<file path="src/rtl/uart_timer_pkg.sv">
// Shared types and helpers for the UART bit-period timer.
package uart_timer_pkg;

    localparam int DEF_DIV_W = 16;
    localparam int DEF_BIT_W = 4;

    typedef enum logic {
        IDLE = 1'b0,
        RUN  = 1'b1
    } timer_state_t;

    // Half-length first period for mid-bit sampling; never shorter than one clock.
    function automatic logic [31:0] half_period(input logic [31:0] d);
        logic [31:0] h;
        h = d >> 1;
        return (h == 32'd0) ? 32'd1 : h;
    endfunction

endpackage

</file>
<file path="src/rtl/mod_counter.sv">
// Generic modulo counter: counts 0..term, reloads to 0 after the terminal value.
module mod_counter #(
    parameter int W = 4
) (
    input  logic         clk,
    input  logic         nrst,
    input  logic         clr,
    input  logic         load,
    input  logic         en,
    input  logic [W-1:0] term,
    output logic [W-1:0] count,
    output logic         hit
);

    assign hit = (count == term);

    always_ff @(posedge clk or negedge nrst) begin
        if (!nrst) begin
            count <= '0;
        end else if (clr || load) begin
            count <= '0;
        end else if (en) begin
            count <= hit ? '0 : count + W'(1);
        end
    end

endmodule

</file>
<file path="src/rtl/uart_bit_timer.sv">
// Bit-period tick source and bit index for UART TX/RX control FSMs.
module uart_bit_timer
    import uart_timer_pkg::*;
#(
    parameter int DIV_W = DEF_DIV_W,
    parameter int BIT_W = DEF_BIT_W
) (
    input  logic             clk,
    input  logic             nrst,
    input  logic             start,
    input  logic             abort,
    input  logic [DIV_W-1:0] divisor,
    input  logic [BIT_W-1:0] frame_len,
    input  logic             cont_mode,
    input  logic             half_start,
    output logic             busy,
    output logic             bit_tick,
    output logic [BIT_W-1:0] bit_idx,
    output logic             frame_done,
    output logic             err
);

    timer_state_t     state, state_nxt;
    logic [DIV_W-1:0] div_q;
    logic [BIT_W-1:0] len_q;
    logic             cont_q;
    logic             half_pending;

    logic             legal;
    logic             can_start;
    logic             accept;
    logic             clr_cnt;
    logic [DIV_W-1:0] pre_term;
    logic [BIT_W-1:0] bit_term;
    logic             pre_hit;
    logic             idx_last;
    logic [DIV_W-1:0] prescale_count_unused;

    assign busy       = (state == RUN);
    assign bit_tick   = busy & pre_hit;
    assign frame_done = bit_tick & idx_last;
    assign bit_term   = len_q - BIT_W'(1);

    // A one-shot frame's final tick doubles as a restart window.
    always_comb begin
        legal     = (divisor != '0) && (frame_len != '0);
        can_start = (state == IDLE) || (frame_done && !cont_q);
        accept    = start && !abort && legal && can_start;

        state_nxt = state;
        if (abort) begin
            state_nxt = IDLE;
        end else if (accept) begin
            state_nxt = RUN;
        end else if ((state == RUN) && frame_done && !cont_q) begin
            state_nxt = IDLE;
        end

        clr_cnt = (state_nxt == IDLE);

        if (half_pending) begin
            pre_term = DIV_W'(half_period(32'(div_q))) - DIV_W'(1);
        end else begin
            pre_term = div_q - DIV_W'(1);
        end
    end

    always_ff @(posedge clk or negedge nrst) begin
        if (!nrst) begin
            state        <= IDLE;
            div_q        <= '0;
            len_q        <= '0;
            cont_q       <= 1'b0;
            half_pending <= 1'b0;
            err          <= 1'b0;
        end else begin
            state <= state_nxt;

            if (accept) begin
                div_q        <= divisor;
                len_q        <= frame_len;
                cont_q       <= cont_mode;
                half_pending <= half_start;
            end else if (abort || bit_tick) begin
                half_pending <= 1'b0;
            end

            if (abort) begin
                err <= 1'b0;
            end else if (start && !accept) begin
                err <= 1'b1;
            end
        end
    end

    // The prescaler value itself is only needed inside the counter.
    mod_counter #(.W(DIV_W)) u_prescaler (
        .clk   (clk),
        .nrst  (nrst),
        .clr   (clr_cnt),
        .load  (accept),
        .en    (busy),
        .term  (pre_term),
        .count (prescale_count_unused),
        .hit   (pre_hit)
    );

    mod_counter #(.W(BIT_W)) u_bit_counter (
        .clk   (clk),
        .nrst  (nrst),
        .clr   (clr_cnt),
        .load  (accept),
        .en    (bit_tick),
        .term  (bit_term),
        .count (bit_idx),
        .hit   (idx_last)
    );

endmodule

</file>
<file path="config.mk">
export PLATFORM = sky130hd
export DESIGN_NAME = uart_bit_timer
export DESIGN_NICKNAME = d
export VERILOG_FILES = /design/src/rtl/uart_timer_pkg.sv /design/src/rtl/mod_counter.sv /design/src/rtl/uart_bit_timer.sv
export SDC_FILE = /design/constraint.sdc
export NUM_CORES = 1
export LEC_CHECK = 0
export CORE_UTILIZATION = 40
export DETAILED_ROUTE_END_ITERATION = 7
export HOLD_SLACK_MARGIN = 0.05
export PLACE_DENSITY_LB_ADDON = 0.12
export SYNTH_ARGS = -nofsm -noshare
export SYNTH_HDL_FRONTEND = slang
export SYNTH_SLANG_ARGS = --single-unit
export TNS_END_PERCENT = 30
</file>
<file path="constraint.sdc">
create_clock -name clk -period 5.1 [get_ports clk]
set_input_delay 1.02 -clock clk [delete_from_list [all_inputs] [get_ports clk]]
set_output_delay 1.02 -clock clk [all_outputs]
set_load 0.005 [all_outputs]
</file>
After elaboration in Yosys (flattened, before gate mapping)
Index checks and enable logic that the tools add are counted.
Widths: inputs -> output; s select.
{"block": "classes", "addsub": 5, "multipliers": 0, "n_div": 0, "order_cmp": 0, "eq_ne": 2, "shifts": 0, "n_mux": 15, "bitwise_logic": 4, "reduce_logical": 21}
{"op": "$mux 16", "n": 4}
{"op": "$logic_not 32->1", "n": 1}
{"op": "$add 16x1->16 const B", "n": 1}
{"op": "$eq 16x16->1", "n": 1}
{"op": "$reduce_bool 16->1", "n": 1}
{"op": "$sub 15x1->16 const B", "n": 1}
{"op": "$sub 16x1->16 const B", "n": 1}
{"op": "$mux 15", "n": 1}
{"op": "$mux 4", "n": 3}
{"op": "$logic_and 1x1->1", "n": 8}
{"op": "$reduce_bool 2->1", "n": 4}
{"op": "$mux 1", "n": 7}
{"op": "$add 4x1->4 const B", "n": 1}
{"op": "$eq 4x4->1", "n": 1}
{"op": "$reduce_bool 4->1", "n": 1}
{"op": "$sub 4x1->4 const B", "n": 1}
{"op": "$logic_not 1->1", "n": 3}
{"op": "$logic_or 1x1->1", "n": 3}
{"op": "$and 1x1->1", "n": 2}
{"op": "$not 1->1", "n": 2}
{"block": "totals", "reg_bits": 44, "latch_bits": 0, "ram_bits": 0, "mem_bits_ro": 0, "input_bits": 26, "output_inout_bits": 8, "elab_cells": 55, "mem_count": 0}

Logic depth before layout (Yosys ltp)
{"block": "logic_depth", "depth_word": 15, "mapped_depth": 17, "mapped_depth_nobuf": 14}

Cells and area by module
Synthesis repeated with hierarchy kept, for this count alone.
{"block": "unflattened", "cells_unflattened": 346, "area_unflattened_um2": 3200.6}
{"module": "uart_bit_timer", "n_inst": 1, "cells_each": 190, "area_each_um2": 1747.9}
{"module": "mod_counter at u_prescaler", "n_inst": 1, "cells_each": 129, "area_each_um2": 1176.1}
{"module": "mod_counter at u_bit_counter", "n_inst": 1, "cells_each": 27, "area_each_um2": 276.5}

Least setup slack after synthesis
OpenSTA, ideal clock, no wires.
{"block": "synth_path", "kind": "reg-to-output", "start": "register half_pending", "end": "output bit_tick", "t_arrival_ps": 3142, "required_time_ps": 4080, "path_slack_ps": 938, "stages_incl_launch_ff": 13, "n_path_buf": 2, "cell_sequence": "dfrtp_1 buf_2 buf_2 or3b_2 nand2_1 ha_1 xor2_1 o22ai_1 a221oi_1 nand3_1 nor4_1 nand4_2 nor3_1"}
{"block": "synth_via", "elab_chain_len": 3}
{"element": "start, declared", "line": "uart_bit_timer.sv:27", "text": "logic half_pending;"}
{"element": "start signal, assigned", "line": "uart_bit_timer.sv:83", "text": "half_pending <= half_start;"}
{"element": "$mux 16", "line": "uart_bit_timer.sv:61", "text": "if (half_pending) begin"}
{"element": "$eq 16x16->1", "line": "mod_counter.sv:15", "text": "assign hit = (count == term);"}
{"element": "$and 1x1->1", "line": "uart_bit_timer.sv:40", "text": "assign bit_tick = busy & pre_hit;"}
{"element": "end, declared", "line": "uart_bit_timer.sv:17", "text": "output logic bit_tick,"}
No other way between the ends.

Worst setup path in the final report
{"block": "layout_path", "start": "register div_q[7]", "end": "output frame_done"}
{"block": "layout_via", "elab_chain_len": 7, "word_cells_on_any_way": 8, "cone_classes": "add/sub (2); eq/ne (1); mux (2); bitwise (2); reduce/logical (1)"}
{"element": "start, declared", "line": "uart_bit_timer.sv:24", "text": "logic [DIV_W-1:0] div_q;"}
{"element": "start signal, assigned", "line": "uart_bit_timer.sv:80", "text": "div_q <= divisor;"}
{"element": "$logic_not 32->1", "line": "uart_timer_pkg.sv:16", "text": "return (h == 32'd0) ? 32'd1 : h;"}
{"element": "$mux 15", "line": "uart_timer_pkg.sv:16"}
{"element": "$sub 15x1->16", "line": "uart_bit_timer.sv:62", "text": "pre_term = DIV_W'(half_period(32'(div_q))) - DIV_W'(1);"}
{"element": "$mux 16 (*)", "line": "uart_bit_timer.sv:61"}
{"element": "$eq 16x16->1 (*)", "line": "mod_counter.sv:15"}
{"element": "$and 1x1->1 (*)", "line": "uart_bit_timer.sv:40"}
{"element": "$and 1x1->1 (*)", "line": "uart_bit_timer.sv:41", "text": "assign frame_done = bit_tick & idx_last;"}
{"element": "end, declared", "line": "uart_bit_timer.sv:19", "text": "output logic frame_done,"}
Mark *: on every way between the ends. The rest lies on a longest branch, timed or not.

==> summary.txt <==
Die
  • Die X: ~88 um
  • I/O Pins: 34
  • FP Rows: 31
  • Starting Density: just over 40%
  • Die ar.: approximately 8000 um^2
  • Core footprint: ~7200 um^2
  • Die Y-Extent: 88.2 um

Finish
  • Sequential Area: approximately 1100 um^2
  • Layout net count: approximately 370
  • Multi-input logic area: approximately 1800 um^2
  • Util after Layout: roughly 50%
  • Final Instance Area: around 3600 um^2
  • Ant. Diodes: 0
  • # fillers: slightly above 700
  • Share of cells above drive strength 1: 12.0%
  • Area Overhead vs Synth: 20.1%

Global route
  • Total GRT Usage: 18.6%
  • Vias in the first global route: about 2,300
  • Largest net degree at the start of global routing: 45
  • Antenna violations before repair: 0
  • Global-route wire length before repair: 11.2 mm
  • Total global routing overflow: 0

Synthesis
  • Asr flop ratio synth: between 90% and 100%
  • Seq/Total Area, Yosys: a little under two fifths
  • Cells after Synth: 310
  • Synth warn: 0
  • Post-Syn Area: 2980 um^2
  • Distinct cells, synth: 60
  • Commonest register cell after synthesis: dfrtp_1
  • Synthesized Nets: 340
  • Syn Area/Cell: ~9.6 um^2
  • FF+latch count, synth: 44
  • EDFF count, synth: 0

Drt
  • Vias: 2,366
  • Post-route ant nets: 0
  • DRC Markers: 0
  • DR iter-0 viols: around 150
  • Vias per cell: roughly 5.4
  • Routed WL: roughly 6.8 mm
  • First-pass detailed-route iteration total: 4
  • Wire per inst: between 15 and 20 um

Outcome
  • Status: completed

Timing
  • Final setup fails: 0
  • WHS: between 500 and 600 ps
  • Min cycle time layout: approximately 4800 ps
  • Worst Max-Slew Pin Slew: 994 ps
  • Crit share post-route: 95.0%
  • Final TNS setup: 0 ps
  • Skew final: 15.5 ps
  • Slew headroom: between 30% and 40%
  • Max Clk Rate: about 0.21 GHz
  • Slew Viols, Final: 0
  • Hold Fails Final Rpt: 0

Placed design
  • Dpl hpwl: 5.04 mm
  • Post-DP Area: ~3400 um^2
  • Gpl congestion: 0.841
  • I/O Buffers: 33

Critical path
  • Kind of critical path: reg2out
  • Crit path launch type: flip-flop
  • CP arrival: ~3800 ps
  • WP data required: between 4000 and 5000 ps
  • Max Fanout on Critical Path: 6
  • CP Capture Type: primary output

Clock network
  • CTS Hold Bufs: 0
  • H-tree levels: 2
  • Skew-Pair Late Insertion Delay: approximately 300 ps
  • TritonCTS clock tree: done
  • Clk buf depth: 2
  • Clock root buffer: clkbuf_8
  • Clock sinks: 44
  • Reg clk slew, reported paths: about 90 ps
  • Num CTS Buffers: 5

Run
  • Max cap viols: 0

Worst hold path
  • Min-delay worst type: reg2reg

Pwr
  • Pwr/cell area: 288 nW/um^2
  • Leakage: about 0.0013 uW
  • Worst VDD drop: 99.1 uV
worst max-delay path, cell delays in order, from the launching register on:
cell	delay (ps)
dfrtp_1	510
nor4_4	90
and4_1	210
or3b_2	450
nand2_1	90
ha_1	180
nand3b_1	240
nor4_1	340
a31oi_1	70
a22oi_1	280
nand4_2	200
nor4_1	290
clkdlybuf4s50_1	560
power by group:
group	internal [uW]	switching, uW
combinational	143	138
clock	173	121
sequential	385	69.2
state kept, by name (all words and copies together) (netlist names):
name                 count
u_prescaler.count       16
cont_q                   1
half_pending             1
div_q                   16
err                      1
len_q                    4
u_bit_counter.count      4
busy                     1
cells in the final DEF, fill, tap and decap left out, drive strengths merged, types with 4 or more instances in the layout:
cell type and count:
ha 4, inv 10, a21oi 11, or3 4
nand2 14, nand4 9, xnor2 24, clkdlybuf4s50 32
mux2 22, o22ai 4, nand2b 8, nor2 27
mux2i 10, clkbuf 7, nor4 14, nor3 7
nand3 17, buf 9, xor2 18, dfrtp 44
cells by family after synthesis:
family | after synthesis | share of synthesized area, %
buffers and inverters | 26 | 4.12
XOR/XNOR | 42 | 12.4
AO/OA/AOI/OAI | 39 | 10.1
multiplexers | 32 | 11.7
adder cells (fa/ha/maj) | 4 | 1.68
AND/OR/NAND/NOR | 123 | 23.1
flip-flops | 44 | 37.0
stage by stage:
stage               total power, uW  setup WS, ps  std cells
floorplan                       641           938        310
global placement                725           455        430
detailed placement              725           380        430
CTS                            1020          54.2        438
global route                   1090         -24.0        442
finish                         1030           255        442
per-layer routing:
metal  up-vias  part of all wire, %  GRT usage, %
met5         -                    0             0
met4         0                 0.60          3.96
met3         4                  2.3          2.80
met2        19                   48          31.1
met1      1156                   49          25.4
li1       1187                    -             -
worst paths after layout:
kind                           from    endpoint  slack (ps)  cells after the start
setup / recovery           div_q[7]  frame_done         260                     12
hold / removal             len_q[3]    len_q[3]         530                      1
setup reg to reg           div_q[7]    div_q[0]         720                     15
hold reg to reg            len_q[3]    len_q[3]         530                      1
max in group asynchronous      nrst   div_q[12]        3540                      1
min in group asynchronous      nrst    div_q[6]         890                      1
timing repair:
item / 4_1_cts / 5_1_grt
setup buffers: 0 / 4
gates resized for setup: 0 / 11
endpoints found under the setup margin: 0 / 2
area by class of cell:
cell class	count	area share (%)
clock buffers	7	2.70
clock inverters	1	0.841
inverters	10	1.05
multi-input cells	240	50.1
flip-flops and latches	44	31.0
well taps	99	3.47
repair buffers	41	10.8
synth_stat cells (all sizes together), types with 2 or more instances:
cell type / n / area, um^2
dfrtp: 44 / 1100
a211o: 2 / 17.5
a21oi: 11 / 55.1
buf: 9 / 58.8
inv: 10 / 37.5
nor3b: 2 / 20.0
o22ai: 4 / 25.0
nor3: 7 / 35.0
nor2b: 3 / 18.8
o21ai: 3 / 15.0
or3: 4 / 30.0
and4: 3 / 26.3
nand2b: 8 / 50.1
mux2i: 10 / 100
or4: 3 / 26.3
nand2: 14 / 52.6
nand3: 17 / 85.1
nand4: 9 / 62.6
mux2: 22 / 248
xnor2: 24 / 210
and2: 3 / 18.8
ha: 4 / 50.1
and3: 3 / 18.8
nor2: 27 / 101
o41ai: 2 / 36.3
clkbuf: 7 / 26.3
a211oi: 2 / 15.0
nor4: 14 / 93.8
xor2: 18 / 158
Note: power is estimated with default switching activity, not from simulation.
